[config.mk]
export PLATFORM = sky130hd
export DESIGN_NAME = ps2_key_decoder
export DESIGN_NICKNAME = d
export VERILOG_FILES = /design/src/rtl/pong_pkg.sv /design/src/rtl/ps2_rx.sv /design/src/rtl/ps2_key_decoder.sv
export SDC_FILE = /design/constraint.sdc
export NUM_CORES = 1
export LEC_CHECK = 0
export CAP_MARGIN = 20
export CELL_PAD_IN_SITES_DETAIL_PLACEMENT = 1
export CELL_PAD_IN_SITES_GLOBAL_PLACEMENT = 1
export CORE_ASPECT_RATIO = 0.8
export CORE_UTILIZATION = 30
export CTS_CLUSTER_SIZE = 24
export DETAILED_ROUTE_END_ITERATION = 8
export PLACE_DENSITY = 0.56
export SETUP_SLACK_MARGIN = 0.02
export SYNTH_ARGS = -nofsm -noshare
export SYNTH_HDL_FRONTEND = slang
export SYNTH_SLANG_ARGS = --single-unit
[constraint.sdc]
create_clock -name clk -period 1.9 [get_ports clk]
set_clock_uncertainty 0.1 [all_clocks]
set_input_delay 0.38 -clock clk [delete_from_list [all_inputs] [get_ports clk]]
set_output_delay 0.38 -clock clk [all_outputs]
set_load 0.03 [all_outputs]
[src/rtl/pong_pkg.sv]
`default_nettype none
// ============================================================================
// Module   : pong_pkg
// Brief    : Shared PS/2 scan codes and frame-receiver state encoding.
// Revision : 1.0
// ============================================================================
package pong_pkg;

    localparam logic [7:0] c_SC_EXT  = 8'hE0;
    localparam logic [7:0] c_SC_BRK  = 8'hF0;
    localparam logic [7:0] c_KEY_P1P = 8'h1D;
    localparam logic [7:0] c_KEY_P1M = 8'h1B;
    localparam logic [7:0] c_KEY_P2P = 8'h75;  // extended (E0-prefixed)
    localparam logic [7:0] c_KEY_P2M = 8'h72;  // extended (E0-prefixed)
    localparam logic [7:0] c_KEY_SRV = 8'h29;
    localparam logic [7:0] c_KEY_STA = 8'h5A;

    typedef logic [1:0] rx_state_t;
    localparam rx_state_t c_ST_IDLE   = 2'd0;
    localparam rx_state_t c_ST_DATA   = 2'd1;
    localparam rx_state_t c_ST_PARITY = 2'd2;
    localparam rx_state_t c_ST_STOP   = 2'd3;

    // Odd parity holds when the data bits plus the parity bit contain an odd count of ones.
    function automatic logic odd_parity_ok(input logic [8:0] v);
        return ^v;
    endfunction

endpackage
`default_nettype wire

[src/rtl/ps2_rx.sv]
`default_nettype none
// ============================================================================
// Module   : ps2_rx
// Brief    : PS/2 frame receiver: synchronizer, clock filter, frame FSM.
// Revision : 1.0
// ============================================================================
module ps2_rx
    import pong_pkg::*;
#(
    parameter int FILTER_LEN  = 4,
    parameter int TIMEOUT_CYC = 50000
) (
    input  logic       clk,
    input  logic       rst,
    input  logic       ps2_clk,
    input  logic       ps2_data,
    output logic       byte_valid,
    output logic [7:0] byte_data,
    output logic       frame_err
);

    localparam int c_FW = (FILTER_LEN > 1) ? $clog2(FILTER_LEN) : 1;
    localparam int c_TW = $clog2(TIMEOUT_CYC + 1);
    localparam logic [c_FW-1:0] c_FILT_MAX = c_FW'(FILTER_LEN - 1);
    localparam logic [c_TW-1:0] c_TO_MAX   = c_TW'(TIMEOUT_CYC - 1);

    logic            r_clk_s1, r_clk_s2, r_dat_s1, r_dat_s2;
    logic            r_filt_clk;
    logic [c_FW-1:0] r_filt_cnt;
    rx_state_t       r_state;
    logic [2:0]      r_bit_cnt;
    logic [7:0]      r_shift;
    logic            r_par;
    logic [c_TW-1:0] r_to_cnt;
    logic            r_byte_valid, r_frame_err;
    logic [7:0]      r_byte_data;
    logic            w_flip, w_sample;

    assign w_flip   = (r_clk_s2 != r_filt_clk) && (r_filt_cnt == c_FILT_MAX);
    assign w_sample = w_flip && r_filt_clk;

    always_ff @(posedge clk) begin
        if (rst) begin
            r_clk_s1   <= 1'b1;
            r_clk_s2   <= 1'b1;
            r_dat_s1   <= 1'b1;
            r_dat_s2   <= 1'b1;
            r_filt_clk <= 1'b1;
            r_filt_cnt <= '0;
        end else begin
            r_clk_s1 <= ps2_clk;
            r_clk_s2 <= r_clk_s1;
            r_dat_s1 <= ps2_data;
            r_dat_s2 <= r_dat_s1;
            // The count only grows while the synchronized level disagrees with the filtered one.
            if (r_clk_s2 == r_filt_clk) begin
                r_filt_cnt <= '0;
            end else if (w_flip) begin
                r_filt_clk <= r_clk_s2;
                r_filt_cnt <= '0;
            end else begin
                r_filt_cnt <= r_filt_cnt + c_FW'(1);
            end
        end
    end

    always_ff @(posedge clk) begin
        if (rst) begin
            r_state      <= c_ST_IDLE;
            r_bit_cnt    <= '0;
            r_shift      <= '0;
            r_par        <= 1'b0;
            r_to_cnt     <= '0;
            r_byte_valid <= 1'b0;
            r_frame_err  <= 1'b0;
            r_byte_data  <= '0;
        end else begin
            r_byte_valid <= 1'b0;
            r_frame_err  <= 1'b0;
            if (r_state == c_ST_IDLE || w_sample) begin
                r_to_cnt <= '0;
            end else begin
                r_to_cnt <= r_to_cnt + c_TW'(1);
            end

            if (w_sample) begin
                case (r_state)
                    c_ST_IDLE: begin
                        if (!r_dat_s2) begin
                            r_state   <= c_ST_DATA;
                            r_bit_cnt <= '0;
                        end
                    end
                    c_ST_DATA: begin
                        r_shift   <= {r_dat_s2, r_shift[7:1]};
                        r_bit_cnt <= r_bit_cnt + 3'd1;
                        if (r_bit_cnt == 3'd7) begin
                            r_state <= c_ST_PARITY;
                        end
                    end
                    c_ST_PARITY: begin
                        r_par   <= r_dat_s2;
                        r_state <= c_ST_STOP;
                    end
                    default: begin
                        if (r_dat_s2 && odd_parity_ok({r_par, r_shift})) begin
                            r_byte_valid <= 1'b1;
                            r_byte_data  <= r_shift;
                        end else begin
                            r_frame_err <= 1'b1;
                        end
                        r_state <= c_ST_IDLE;
                    end
                endcase
            end else if (r_state != c_ST_IDLE && r_to_cnt == c_TO_MAX) begin
                r_state     <= c_ST_IDLE;
                r_frame_err <= 1'b1;
            end
        end
    end

    assign byte_valid = r_byte_valid;
    assign byte_data  = r_byte_data;
    assign frame_err  = r_frame_err;

endmodule
`default_nettype wire

[src/rtl/ps2_key_decoder.sv]
`default_nettype none
// ============================================================================
// Module   : ps2_key_decoder
// Brief    : Decodes PS/2 make/break codes into held-key levels for pong.
// Revision : 1.0
// ============================================================================
module ps2_key_decoder
    import pong_pkg::*;
#(
    parameter int FILTER_LEN  = 4,
    parameter int TIMEOUT_CYC = 50000
) (
    input  logic       clk,
    input  logic       rst,
    input  logic       ps2_clk,
    input  logic       ps2_data,
    output logic       p1p,
    output logic       p1m,
    output logic       p2p,
    output logic       p2m,
    output logic       serve,
    output logic       start,
    output logic       byte_valid,
    output logic [7:0] byte_data,
    output logic       frame_err
);

    logic       w_byte_valid, w_frame_err;
    logic [7:0] w_byte;
    logic       r_ext, r_brk;
    logic       r_p1p, r_p1m, r_p2p, r_p2m, r_serve, r_start;

    ps2_rx #(
        .FILTER_LEN  (FILTER_LEN),
        .TIMEOUT_CYC (TIMEOUT_CYC)
    ) u_rx (
        .clk        (clk),
        .rst        (rst),
        .ps2_clk    (ps2_clk),
        .ps2_data   (ps2_data),
        .byte_valid (w_byte_valid),
        .byte_data  (w_byte),
        .frame_err  (w_frame_err)
    );

    always_ff @(posedge clk) begin
        if (rst) begin
            r_ext   <= 1'b0;
            r_brk   <= 1'b0;
            r_p1p   <= 1'b0;
            r_p1m   <= 1'b0;
            r_p2p   <= 1'b0;
            r_p2m   <= 1'b0;
            r_serve <= 1'b0;
            r_start <= 1'b0;
        end else if (w_frame_err) begin
            r_ext <= 1'b0;
            r_brk <= 1'b0;
        end else if (w_byte_valid) begin
            if (w_byte == c_SC_EXT) begin
                r_ext <= 1'b1;
            end else if (w_byte == c_SC_BRK) begin
                r_brk <= 1'b1;
            end else begin
                r_ext <= 1'b0;
                r_brk <= 1'b0;
                // A key only matches when its ext prefix state is right.
                if (!r_ext) begin
                    case (w_byte)
                        c_KEY_P1P: r_p1p   <= ~r_brk;
                        c_KEY_P1M: r_p1m   <= ~r_brk;
                        c_KEY_SRV: r_serve <= ~r_brk;
                        c_KEY_STA: r_start <= ~r_brk;
                        default: ;
                    endcase
                end else begin
                    case (w_byte)
                        c_KEY_P2P: r_p2p <= ~r_brk;
                        c_KEY_P2M: r_p2m <= ~r_brk;
                        default: ;
                    endcase
                end
            end
        end
    end

    assign p1p        = r_p1p;
    assign p1m        = r_p1m;
    assign p2p        = r_p2p;
    assign p2m        = r_p2m;
    assign serve      = r_serve;
    assign start      = r_start;
    assign byte_valid = w_byte_valid;
    assign byte_data  = w_byte;
    assign frame_err  = w_frame_err;

endmodule
`default_nettype wire
==> results.ini, run 1 <==
[yosys]
yosysSeqAreaShare = 0.437
synth_ff_type = dfxtp_1
syn_inst = 282
synth_nets = 294
synthSimpleGateAreaFrac = 0.275
synth_edf_count = 0
synth_top_family_by_area = simple AND/OR/NAND/NOR gates
ys_seq_elements = 55
ys_warn_count = 0
synth_compound_area_frac = 0.0675
synthMuxAreaShare = 0.0725
yosys.cell_types.count = 41
async_flop_share = 0
syn_avg_cell_area_um2 = 8.94
synthAdderAreaFrac = 0.0397
syn-cell-area_mm2 = 0.00252
synth_xor_area_frac = 0.0775

[die]
io_pins = 20
die-area_mm2 = 0.00877
row_count = 29
start_util = 0.314
die_w_um = 104
die_h_um = 84.0
core-area_mm2 = 0.00802

[cts]
cts_buffer_depth = 2
htree_num_levels = 2
cts_tree = built
cts-buffers-inserted = 5
clk-insertion-delay-late_ns = 0.30
clockRootBuffer = clkbuf_8
clock-sinks = 55
clkTransAtPathRegs_ns = 0.10

[timing]
setup-tns-final_ns = 0
fin_crit_sh = 0.953
rsz0062_at_grt = true
tightest_slew_ns = 0.422
worst_slack_ns = 0.0886
finalSetupViolCount = 0
slew_violations = 0
max_slew_margin = 0.711
max_clock_freq_ghz = 0.552
layout_min_cycle_time_ns = 1.81
hold_slack_ns = 0.317
hold_violations = 0

[power]
fin_total_pwr_mw = 1.86
power.leakage_nw = 1.11
ir_drop_mv = 0.319
cellPowerDensity_mw_per_mm2 = 603

[global_route]
grt_use_total = 0.145
grt_pass1_vias = 2069
grt_start_max_net_pins = 19
grt_pass1_wl_um = 10200
overflow = 0
antenna_found_initial = 0

[route]
via_per_inst = 4.72
drt_pass1_iterations = 4
drt-total-wl_um = 5970
drtAntennaViolNets = 0
route.vias.total = 2048
drcViolationCount = 0
wl_per_cell_um = 13.7
drtIter0Drc = 57

[place]
placed_cells = 425
routabilityCongestion = 0.704
dp_hpwl_um = 4480
place_ws_ns = 0.115
place.port_buffers = 19
place_area_mm2 = 0.00300

[setup_path]
cp.arrival_ns = 1.33
rr_endpoint = u_rx.byte_data[4]
r2r-start = u_rx.r_shift[7]
path_cells = clkdlybuf4s50_1
r2r_cells = 5
end_kind = primary output
slowest_stage = clkdlybuf4s50_1
worst_ep_required_time_ns = 1.42
cp-start-kind = flop
max_stage_delay_ns = 0.68
r2r_slack_ns = 0.13
path_max_fanout = 2
critical_path.top_delay_family = buffers and inverters
worst-path-buf-inv = 1
path_class = reg2out

[finish]
finalNonFillerCells = 434
drive_above_1_share = 0.113
regArea_mm2 = 0.00110
post-route-util = 0.386
area_growth_pct = 22.7
final_cell_area_mm2 = 0.00309
fillCellCount = 961
layout.nets = 338
multi_input_area_mm2 = 0.00134
diodes = 0

[min_path]
worstHoldEndpoint = u_rx.r_dat_s2
hold_class = reg2reg
hold_depth = 1
worstHoldStart = u_rx.r_dat_s1

[run]
max-cap-violations = 0

[run_status]
outcome = complete, no violations

## cells in the mapped netlist (2+ instances only)
cell type / number / share of area
nor4_1: 4 / 0.0099
a21oi_1: 18 / 0.036
nand2_1: 41 / 0.061
clkbuf_1: 6 / 0.0089
or2_1: 4 / 0.0099
mux2i_1: 16 / 0.064
xor2_1: 3 / 0.010
or3_1: 5 / 0.012
nor2b_1: 6 / 0.015
and3_1: 2 / 0.0050
nand3b_1: 2 / 0.0060
nand4b_1: 4 / 0.014
and2_1: 3 / 0.0074
or4_1: 2 / 0.0060
o211ai_1: 2 / 0.0060
nand3_1: 9 / 0.018
nand4_1: 8 / 0.020
nand2b_1: 5 / 0.012
o21ai_0: 2 / 0.0040
nor2_1: 27 / 0.040
inv_1: 9 / 0.013
ha_1: 8 / 0.040
nor3b_1: 3 / 0.0089
nor4bb_1: 3 / 0.012
dfxtp_1: 55 / 0.44
o21ai_1: 3 / 0.0060
xnor2_1: 14 / 0.049
nor3_1: 5 / 0.0099
## cell families after synthesis
logic type / after synthesis
XOR/XNOR: 19
adder cells (fa/ha/maj): 8
buffers and inverters: 18
AND/OR/NAND/NOR: 135
multiplexers: 17
flip-flops: 55
AO/OA/AOI/OAI: 30
## routing by layer
| layer | share of wire | vias up | wire, µm | track usage |
|---|---|---|---|---|
| met4 | 0.0037 | 0 | 22 | 0.0273 |
| met2 | 0.41 | 15 | 2480 | 0.218 |
| met1 | 0.56 | 978 | 3320 | 0.211 |
| li1 | - | 1053 | - | - |
| met5 | 0 | - | 0 | 0 |
| met3 | 0.025 | 2 | 152 | 0.0320 |
## sequential cells by signal, indices dropped and copies added, names as in the netlist
signal / flops
u_rx.r_to_cnt: 16
u_rx.byte_data: 8
u_rx.r_shift: 8
u_rx.r_bit_cnt: 3
u_rx.r_filt_cnt: 2
u_rx.r_state: 2
p1m: 1
p1p: 1
p2m: 1
p2p: 1
r_brk: 1
r_ext: 1
serve: 1
start: 1
u_rx.byte_valid: 1
u_rx.frame_err: 1
u_rx.r_clk_s1: 1
u_rx.r_clk_s2: 1
u_rx.r_dat_s1: 1
u_rx.r_dat_s2: 1
u_rx.r_filt_clk: 1
u_rx.r_par: 1
## how the worst max path moves through the flow
stage	start	to	cells past startpoint
after floorplan	u_rx.r_filt_cnt[0]	u_rx.r_to_cnt[13]	7
after global placement	u_rx.r_to_cnt[0]	u_rx.frame_err	5
after detailed placement	u_rx.r_to_cnt[0]	u_rx.frame_err	5
after CTS	u_rx.byte_data[0]	byte_data[0]	1
after global routing	u_rx.r_shift[7]	u_rx.byte_data[2]	5
final	u_rx.byte_data[0]	byte_data[0]	1
## power by group
group,leakage (nW),total [mW],switching (mW),internal (mW)
Sequential,0.445,1.16,0.00429,1.16
Combinational,0.617,0.0432,0.0254,0.0178
Clock,0.0470,0.661,0.373,0.288
Total,1.11,1.86,0.403,1.46
## area by class of cell
cell class,count,share of cell area
clock buffers,6,0.0267
clock inverters,1,0.00162
inverters,10,0.0121
multi-input cells,209,0.433
flip-flops and latches,55,0.357
well taps,108,0.0437
repair buffers,45,0.125
## layout by cell type, fill, tap and decap left out, drive strengths merged, types with 4 or more instances in the layout
cell type,synthesis,layout
a21oi,18,18
buf,2,26
clkbuf,6,6
clkdlybuf4s50,0,11
dfxtp,55,55
dlygate4sd2,0,8
ha,8,8
inv,10,10
mux2i,17,17
nand2,41,41
nand2b,5,5
nand3,9,9
nand4,8,8
nand4b,4,4
nor2,27,27
nor2b,6,6
nor3,5,5
nor4,4,4
o21ai,5,5
or2,4,4
or3,5,5
xnor2,14,14
## timing repair
item / CTS / global route
endpoints found under the setup margin: 8 / 9
buffers inserted: 0 / 2
pin swaps: 0 / 3
resized for setup: 8 / 2
hold buffers: 0 / 0
(Power assumes the default switching activity.)
==> inputs of run 2 (changes only) <==
--- a/config.mk
+++ b/config.mk
@@ -9,6 +9,7 @@
 export CELL_PAD_IN_SITES_DETAIL_PLACEMENT = 1
 export CELL_PAD_IN_SITES_GLOBAL_PLACEMENT = 1
 export CORE_ASPECT_RATIO = 0.8
+export CORE_MARGIN = 8
 export CORE_UTILIZATION = 30
 export CTS_CLUSTER_SIZE = 24
 export DETAILED_ROUTE_END_ITERATION = 8
==> run 2 against run 1 <==
  * Register-to-register slack barely moved
  * Worst hold slack better by 0.0021 ns
  * Utilization is 1.5 points lower
  * Final cell count increased by 0.23%
  * Flip-flop and latch count is the same
  * Power is 0.49% lower
  * First-iteration DRC count up 18%
  * Critical endpoint unchanged
  * Largest cell class unchanged
==> results.ini, run 2 (synthesis gave the netlist of run 1 again) <==
[run_status]
outcome = complete, no violations  ; unchanged

[cts]
cts-buffers-inserted = 5  ; unchanged
cts_hold_buf = 0  ; unchanged
cts_buffer_depth = 2  ; unchanged
clockRootBuffer = clkbuf_8  ; unchanged
clkTransAtPathRegs_ns = 0.10  ; about the same
clock-sinks = 55  ; unchanged
htree_num_levels = 2  ; unchanged
cts_tree = built  ; unchanged
clk-insertion-delay-late_ns = 0.31  ; was 0.30 ns

[setup_path]
r2r-start = u_rx.r_shift[7]  ; unchanged
worst_ep_required_time_ns = 1.42  ; about the same
path_class = reg2out  ; unchanged
cp-start-kind = flop  ; unchanged
worstSetupPathDepth = 1  ; unchanged
r2r_slack_ns = 0.12  ; was 0.13 ns
rr_endpoint = u_rx.byte_data[0]  ; was u_rx.byte_data[4]
max_stage_delay_ns = 0.68  ; about the same
path_cells = clkdlybuf4s50_1  ; unchanged
worst-path-buf-inv = 1  ; unchanged
critical_path.top_delay_family = buffers and inverters  ; unchanged
path_max_fanout = 2  ; unchanged
r2r_cells = 5  ; unchanged
end_kind = primary output  ; unchanged
slowest_stage = clkdlybuf4s50_1  ; unchanged
cp.arrival_ns = 1.34  ; was 1.33 ns

[global_route]
grt_use_total = 0.114  ; was 0.145
grt_pass1_vias = 2202  ; was 2069
antenna_found_initial = 0  ; unchanged
grt_pass1_wl_um = 10900  ; was 10200 µm
grt_start_max_net_pins = 19  ; unchanged
overflow = 0  ; unchanged

[finish]
largest_reg_flops = 16  ; unchanged
layout_common_cells = dfxtp_1 (54), nand2_1 (41), nor2_1 (27)  ; unchanged
layout.nets = 334  ; was 338
finalNonFillerCells = 435  ; was 434
regMostFlops = u_rx.r_to_cnt  ; unchanged
area_growth_pct = 22.5  ; was 22.7%
drive_above_1_share = 0.121  ; was 0.113
diodes = 0  ; unchanged
mostFrequentLayoutCell = dfxtp_1  ; unchanged

[place]
place.port_buffers = 19  ; unchanged
place_ws_ns = 0.117  ; was 0.115 ns
placed_cells = 427  ; was 425
routabilityCongestion = 0.733  ; was 0.704
dp_hpwl_um = 4630  ; was 4480 µm

[timing]
max_clock_freq_ghz = 0.551  ; was 0.552 GHz
setup-tns-final_ns = 0  ; unchanged
layout_min_cycle_time_ns = 1.82  ; was 1.81 ns
tightest_slew_ns = 0.389  ; was 0.422 ns
hold_slack_ns = 0.319  ; was 0.317 ns
worst_slack_ns = 0.0836  ; was 0.0886 ns
max_slew_margin = 0.734  ; was 0.711
rsz0062_at_grt = false  ; was true
finalSetupViolCount = 0  ; unchanged
hold_violations = 0  ; unchanged
slew_violations = 0  ; unchanged
fin_crit_sh = 0.956  ; was 0.953

[route]
drt-total-wl_um = 6270  ; was 5970 µm
drtIter0Drc = 67  ; was 57
drt_pass1_iterations = 4  ; unchanged
drtAntennaViolNets = 0  ; unchanged
via_per_inst = 4.79  ; was 4.72
wl_per_cell_um = 14.4  ; was 13.7 µm
route.vias.total = 2085  ; was 2048
drcViolationCount = 0  ; unchanged

[die]
die-area_mm2 = 0.0116  ; was 0.00877 mm²
core-area_mm2 = 0.00833  ; was 0.00802 mm²
row_count = 30  ; was 29
io_pins = 20  ; unchanged
die_w_um = 118  ; was 104 µm
die_h_um = 98.0  ; was 84.0 µm
start_util = 0.302  ; was 0.314

[min_path]
worstHoldEndpoint = u_rx.r_dat_s2  ; unchanged
hold_depth = 1  ; unchanged
worstHoldStart = u_rx.r_dat_s1  ; unchanged
hold_class = reg2reg  ; unchanged

[power]
cellPowerDensity_mw_per_mm2 = 601  ; was 603 mW/mm²
ir_drop_mv = 0.390  ; was 0.319 mV
power.leakage_nw = 1.09  ; was 1.11 nW
fin_total_pwr_mw = 1.86  ; about the same

[run]
max-cap-violations = 0  ; unchanged

run 2: cell count changes in the layout (fill, tap and decap cells not counted), sizes merged:
cell    before  now
buf         26   22
clkbuf       6    7
run 2: cell type report:
class	count	area [µm²]
Multi-Input combinational cell	209	1370
Tap cell	112	140
Sequential cell	55	1100
Clock inverter	1	5.00
Timing Repair Buffer	41	358
Clock buffer	7	76.3
Fill cell	1011	5250
Inverter	10	37.5
run 2: what timing repair did:
item	CTS	global route
endpoints found under the setup margin	8	9
gates resized for setup	8	8
setup buffers	0	0
pin swaps	0	2
hold endpoints to repair	0	0
run 2: worst max path at each step:
stage	startpoint	end	slack (ns)
2_1_floorplan	u_rx.r_filt_cnt[0]	u_rx.r_to_cnt[13]	0.16
3_3_place_gp	u_rx.r_to_cnt[0]	u_rx.frame_err	0.14
3_5_place_dp	u_rx.r_filt_cnt[0]	u_rx.byte_data[0]	0.12
4_1_cts	u_rx.byte_data[6]	byte_data[6]	0.07
5_1_grt	u_rx.r_to_cnt[1]	u_rx.frame_err	0.02
6_report	u_rx.byte_data[0]	byte_data[0]	0.08
run 2: through the flow:
step / area [µm²] / utilization
after detailed placement: 2990 / 0.358
after floorplan: 2520 / -
final: 3090 / 0.370
after CTS: 3060 / 0.367
after global placement: 2990 / 0.358
after global routing: 3090 / 0.370
run 2: power breakdown:
group	total [mW]	internal [mW]	switching, mW
Combinational	0.0463	0.0191	0.0272
Sequential	1.16	1.16	0.00445
Clock	0.647	0.261	0.386
Total	1.86	1.44	0.418
run 2: routing by layer:
metal / global-route usage / wire length, µm
met5: 0 / 0
met4: 0.0281 / 56
met3: 0.0248 / 153
met2: 0.189 / 2840
met1: 0.146 / 3220
==> variant 1: new RTL, settings of run 1 <==
`FILTER_LEN` is set to 4 in 2 places; all go to 8.
--- a/src/rtl/ps2_rx.sv
+++ b/src/rtl/ps2_rx.sv
@@ -7,7 +7,7 @@
 module ps2_rx
     import pong_pkg::*;
 #(
-    parameter int FILTER_LEN  = 4,
+    parameter int FILTER_LEN  = 8,
     parameter int TIMEOUT_CYC = 50000
 ) (
     input  logic       clk,
--- a/src/rtl/ps2_key_decoder.sv
+++ b/src/rtl/ps2_key_decoder.sv
@@ -7,7 +7,7 @@
 module ps2_key_decoder
     import pong_pkg::*;
 #(
-    parameter int FILTER_LEN  = 4,
+    parameter int FILTER_LEN  = 8,
     parameter int TIMEOUT_CYC = 50000
 ) (
     input  logic       clk,
Check against the original RTL: no difference found for any inputs over 10 cycles, from zero or initial values and one cycle with rst high; that may be too few to reach the edited logic, so the function may still have changed.
==> variant 1 against run 1 <==
- sequential cell count rose by 1
- area after synthesis up 3.9%
- critical path type unchanged
- routed wire length rose by 2.5%
- critical path depth unchanged
- setup slack lost 0.0020 ns
- power down 0.12%
- design area rose by 3.6%
==> variant 1: results (changes against run 1) <==
Worst setup path
  • R2R cell count: 5 (unchanged)
  • Worst Path Arrival: 1.33 ns (about the same)
  • Worst Setup SP: p2m
  • Delay-heaviest family, CP: buffers and inverters
  • Reg2Reg Setup Slack: 0.15 ns (+0.02 ns)
  • Crit path largest cell delay: 0.68 ns (about the same)
  • Crit Path Max Fanout: 2 (unchanged)
  • Reg2Reg Capture Point: u_rx.byte_data[6]
  • RR Startpoint: u_rx.r_shift[3]

Placed design
  • Dpl hpwl: 4580 microns (+2.2%)
  • Pre-CTS WS: 0.0183 ns (-0.0969 ns)
  • GPL Wtd Cong: 0.780 (+11%)
  • Port bufs: 19 (unchanged)
  • Placed Cells: 428 (+0.71%)

Synth
  • Asr flop ratio synth: 0 (unchanged)
  • Mapped Avg Cell Area: 9.22 sq um (+3.1%)
  • Top FF cell, synth: dfxtp_1
  • Top post-synthesis cells by count: dfxtp_1, nand2_1, nor2_1
  • Seq/Total Area, Yosys: 0.428 (-0.00864)
  • Yosys Warn Count: 0 (unchanged)
  • Area contributors post-synth: dfxtp_1, mux2i_1, ha_1, a21oi_1, nand2_1
  • Synth unique cells: 43 (+4.9%)
  • Syn Nets: 297 (+1.0%)

Global routing
  • Global-route track usage on met1: 0.218 (+0.00709)
  • Largest net degree at the start of global routing: 27 (+8)
  • Met3 GRT Util: 0.0296 (-0.00237)
  • Tot GR Track Use: 0.143 (-0.00187)
  • GRT met2 Usage: 0.204 (-0.0143)
  • Initial antenna violation count: 0 (unchanged)
  • Global-route wire length before repair: 10500 microns (+2.4%)

STA
  • Least-Margin Pin Slew: 0.367 ns (-0.0551 ns)
  • Hold Worst Slack: 0.316 ns (-0.0000660 ns)

Power
  • Sw power: 0.409 mW (+1.5%)
  • VDD IR-drop max: 258 uV (-19%)
  • Leak: 1.11 nW (about the same)

Min path
  • Min-Delay Path Depth: 1 (unchanged)
  • Worst hold path endpoint: u_rx.r_dat_s2
  • Hold Crit Class: flop to flop
  • HP Start: u_rx.r_dat_s1

Clocking
  • Total CTS buffers: 5 (unchanged)
  • Root Buffer: clkbuf_8
  • Clock insertion delay at the later pin of the skew report: 0.31 ns
  • Postcts setup bufs: 0 (unchanged)
  • CTS max path bufs: 2 (unchanged)
  • H-tree depth: 2 (unchanged)

Layout
  • Layout Nets: 336 (-0.59%)
  • Largest register by flop count: u_rx.r_to_cnt
  • Ant. Diodes: 0 (unchanged)
  • Max reg flops: 16 (unchanged)
  • Fill count: 1004 (+4.5%)
  • Non-filler instance count after layout: 435 (+0.23%)
  • Layout cells sized above 1: 0.146 (+0.0320)

Routing
  • Iteration-0 DRC Markers: 66 (+16%)
  • Via Count: 2114 (+3.2%)
  • Iteration count of the initial detailed-routing pass: 4 (unchanged)
  • Final wirelength: 6120 microns (+2.5%)

Run status
  • Status: finished clean
## variant 1: cells by family (layout without fill, tap and decap cells)
group	Yosys count	after routing	synth area share
AO/OA/AOI/OAI	38	38	0.0837
XOR/XNOR	15	15	0.0612
multiplexers	16	16	0.0660
AND/OR/NAND/NOR	133	133	0.291
buffers and inverters	17	56	0.0268
adder cells (fa/ha/maj)	9	9	0.0430
flip-flops	56	56	0.428
## variant 1: worst reg2reg max path: cells and delay by family (launching register included)
family	cells	cell delay, ns
AND/OR/NAND/NOR	1	0.25
multiplexers	2	0.37
buffers and inverters	1	0.16
flip-flops	1	0.36
XOR/XNOR	1	0.46
## variant 1: area by class of cell
type | instances | area share
timing repair buffer | 41 | 0.111
inverter | 8 | 0.00937
clock buffer | 6 | 0.0226
sequential | 56 | 0.351
multi-input combinational | 211 | 0.460
clock inverter | 1 | 0.00156
tap | 112 | 0.0437
## variant 1: how the worst max path moves through the flow
stage          slack, ns           endpoint
3_3_place_gp        0.07     u_rx.frame_err
3_5_place_dp        0.02  u_rx.byte_data[0]
2_1_floorplan       0.04  u_rx.r_to_cnt[10]
5_1_grt             0.02                p1m
6_report            0.09                p2m
4_1_cts             0.03     u_rx.frame_err
## variant 1: layer usage
| layer | up-vias | wire [microns] |
|---|---|---|
| met5 | - | 0 |
| met4 | 0 | 42 |
| met3 | 5 | 168 |
| met2 | 21 | 2460 |
| met1 | 1018 | 3440 |
| li1 | 1070 | - |
## variant 1: through the flow
step / util / power (mW) / area (sq um)
floorplan: - / 1.24 / 2620
global placement: 0.364 / 1.26 / 3090
detailed placement: 0.364 / 1.26 / 3090
CTS: 0.372 / 1.90 / 3150
global route: 0.378 / 1.95 / 3200
finish: 0.378 / 1.86 / 3200
## variant 1: power by group through the flow
| stage | Combinational [mW] | Clock, mW | Sequential [mW] |
|---|---|---|---|
| 2_1_floorplan | 0.0290 | 0 | 1.21 |
| 3_3_place_gp | 0.0481 | 0 | 1.21 |
| 3_5_place_dp | 0.0486 | 0 | 1.21 |
| 4_1_cts | 0.0488 | 0.664 | 1.18 |
| 5_1_grt | 0.0539 | 0.707 | 1.18 |
| 6_report | 0.0481 | 0.631 | 1.18 |
## variant 1: what timing repair did
| action | 4_1_cts | 5_1_grt |
|---|---|---|
| hold endpoints to repair | 0 | 0 |
| pin swaps | 0 | 1 |
| endpoints found under the setup margin | 18 | 18 |
| gates resized for setup | 11 | 13 |
| cloned | 0 | 0 |
==> variant 2: new RTL, settings of run 1 <==
Made on the original files. Register the input `ps2_data` before use, with the module's reset. The logic sees it one clock later.
--- a/src/rtl/ps2_key_decoder.sv
+++ b/src/rtl/ps2_key_decoder.sv
@@ -25,6 +25,16 @@
     output logic       frame_err
 );
 
+    logic ps2_data_q;
+
+    always_ff @(posedge clk) begin
+        if (rst) begin
+            ps2_data_q <= '0;
+        end else begin
+            ps2_data_q <= ps2_data;
+        end
+    end
+
     logic       w_byte_valid, w_frame_err;
     logic [7:0] w_byte;
     logic       r_ext, r_brk;
@@ -37,7 +47,7 @@
         .clk        (clk),
         .rst        (rst),
         .ps2_clk    (ps2_clk),
-        .ps2_data   (ps2_data),
+        .ps2_data   (ps2_data_q),
         .byte_valid (w_byte_valid),
         .byte_data  (w_byte),
         .frame_err  (w_frame_err)
Check against the original RTL: no difference found for any inputs over 10 cycles, from zero or initial values and one cycle with rst high; that may be too few to reach the edited logic, so the function may still have changed.
==> variant 2 against run 1 <==
- sequential cell count up 1
- power up 1.2%
- synthesized cell count down 3.5%
- largest cell class unchanged
- register-to-register slack worse by 0.10 ns
- setup slack worse by 0.064 ns
- design area up 6.6%
- worst hold slack better by 0.0037 ns
- area after synthesis about the same
- routed wire length up 0.12%
==> variant 2: results (changes against run 1) <==
Run status
  • Status: finished clean

Global routing
  • Vias in the first global route: 2083 (+0.68%)
  • Global-route track usage on met1: 0.207 (-0.00346)
  • Largest net degree at the start of global routing: 39 (+20)
  • Tot GR Track Use: 0.146 (+0.00165)
  • GRT met2 Usage: 0.216 (-0.00241)
  • Global-route wire length before repair: 10300 microns (+0.54%)

Synth
  • Asr flop ratio synth: 0 (unchanged)
  • Area contributors post-synth: dfxtp_1, nor2_1, mux2i_1, nand2_1, ha_1
  • Adder-cell share of the synthesized area: 0.0397 (about the same)
  • Synth Area in XOR/XNOR: 0.0830 (+0.00550)
  • Top post-synthesis cells by count: dfxtp_1, nor2_1, nand2_1
  • Seq/Total Area, Yosys: 0.445 (+0.00817)
  • Synth unique cells: 47 (+15%)
  • Mux cell area share after synthesis: 0.0606 (-0.0119)

Layout
  • CLK BUF: 5 (-1)
  • Fraction of area in registers: 0.345 (-0.0118)
  • Plain + repair buffers: 54 (+20%)
  • Signal buf overhead: 0.145 (+0.0196)
  • Multi-input gate area: 0.00142 sq mm (+6.2%)
  • Layout cells sized above 1: 0.251 (+0.137)
  • Clock-cell share: 0.0281 (-0.000234)
  • Invs w/o clock: 8 (-2)
  • Fill count: 941 (-2.1%)
  • Fraction of area in multi-input gates: 0.431 (-0.00176)
  • FFs & Latches: 56 (+1.8%)
  • Multi-input gate count: 201 (-3.8%)

Power
  • Sequential share of power: 0.625 (+0.003)
  • Clock net power: 0.675 mW (+2%)
  • Leak: 1.25 nW (+13%)
  • Total internal power: 1.45 mW (-0.58%)
  • Pwr/cell area: 572 mW/mm^2 (-5.0%)
  • VDD IR-drop max: 247 uV (-23%)

Worst setup path
  • R2R cell count: 5 (unchanged)
  • Reg2Reg Capture Point: serve
  • Worst Setup SP: u_rx.byte_data[3]
  • Reg2Reg Setup Slack: 0.03 ns (-0.10 ns)
  • Worst path slowest cell: or4b_4
  • Crit path largest cell delay: 0.53 ns (-0.15 ns)
  • Critical path type: flop to flop
  • Worst Path Arrival: 1.98 ns (+0.65 ns)

Routing
  • WL met2: 2550 microns (+2.8%)
  • Iteration-0 DRC Markers: 34 (-40%)
  • Via density: 4.71 (-0.18%)
  • Drt wl/cell: 13.7 microns (-0.11%)

Min path
  • HP Start: ps2_data_q
  • Worst hold path endpoint: u_rx.r_dat_s1

Clocking
  • CTS resizes: 16 (+8)
  • Clock insertion delay at the later pin of the skew report: 0.32 ns (+0.02 ns)

Placed design
  • Area of placed instances: 0.00310 sq mm (+3.5%)
  • Dpl hpwl: 4360 microns (-2.7%)
  • GPL Wtd Cong: 0.775 (+10%)

STA
  • Rel. slew slack: 0.704 (-0.00735)
==> variant 2: cell count changes in the layout (fill, tap and decap cells not counted), moves of 4 or more <==
cell | before | now
nor2_1 | 27 | 40
xnor2_1 | 14 | 8
nor2b_1 | 6 | 2
nand2_1 | 41 | 31
dfxtp_1 | 54 | 48
or2_2 | 0 | 5
buf_4 | 25 | 32
nand2b_1 | 5 | 1
dfxtp_2 | 0 | 5
mux2i_1 | 16 | 11
or2_1 | 4 | 0
==> variant 2: metrics by stage <==
stage / hold slack [ns] / std cells / setup WS (ns)
final: 0.320 / 435 / 0.0251
after global routing: 0.343 / 435 / -0.0728
after CTS: 0.324 / 432 / 0.00951
after detailed placement: 0.297 / 424 / -0.000750
after global placement: 0.295 / 424 / 0.0283
after floorplan: 0.289 / 272 / -0.0131
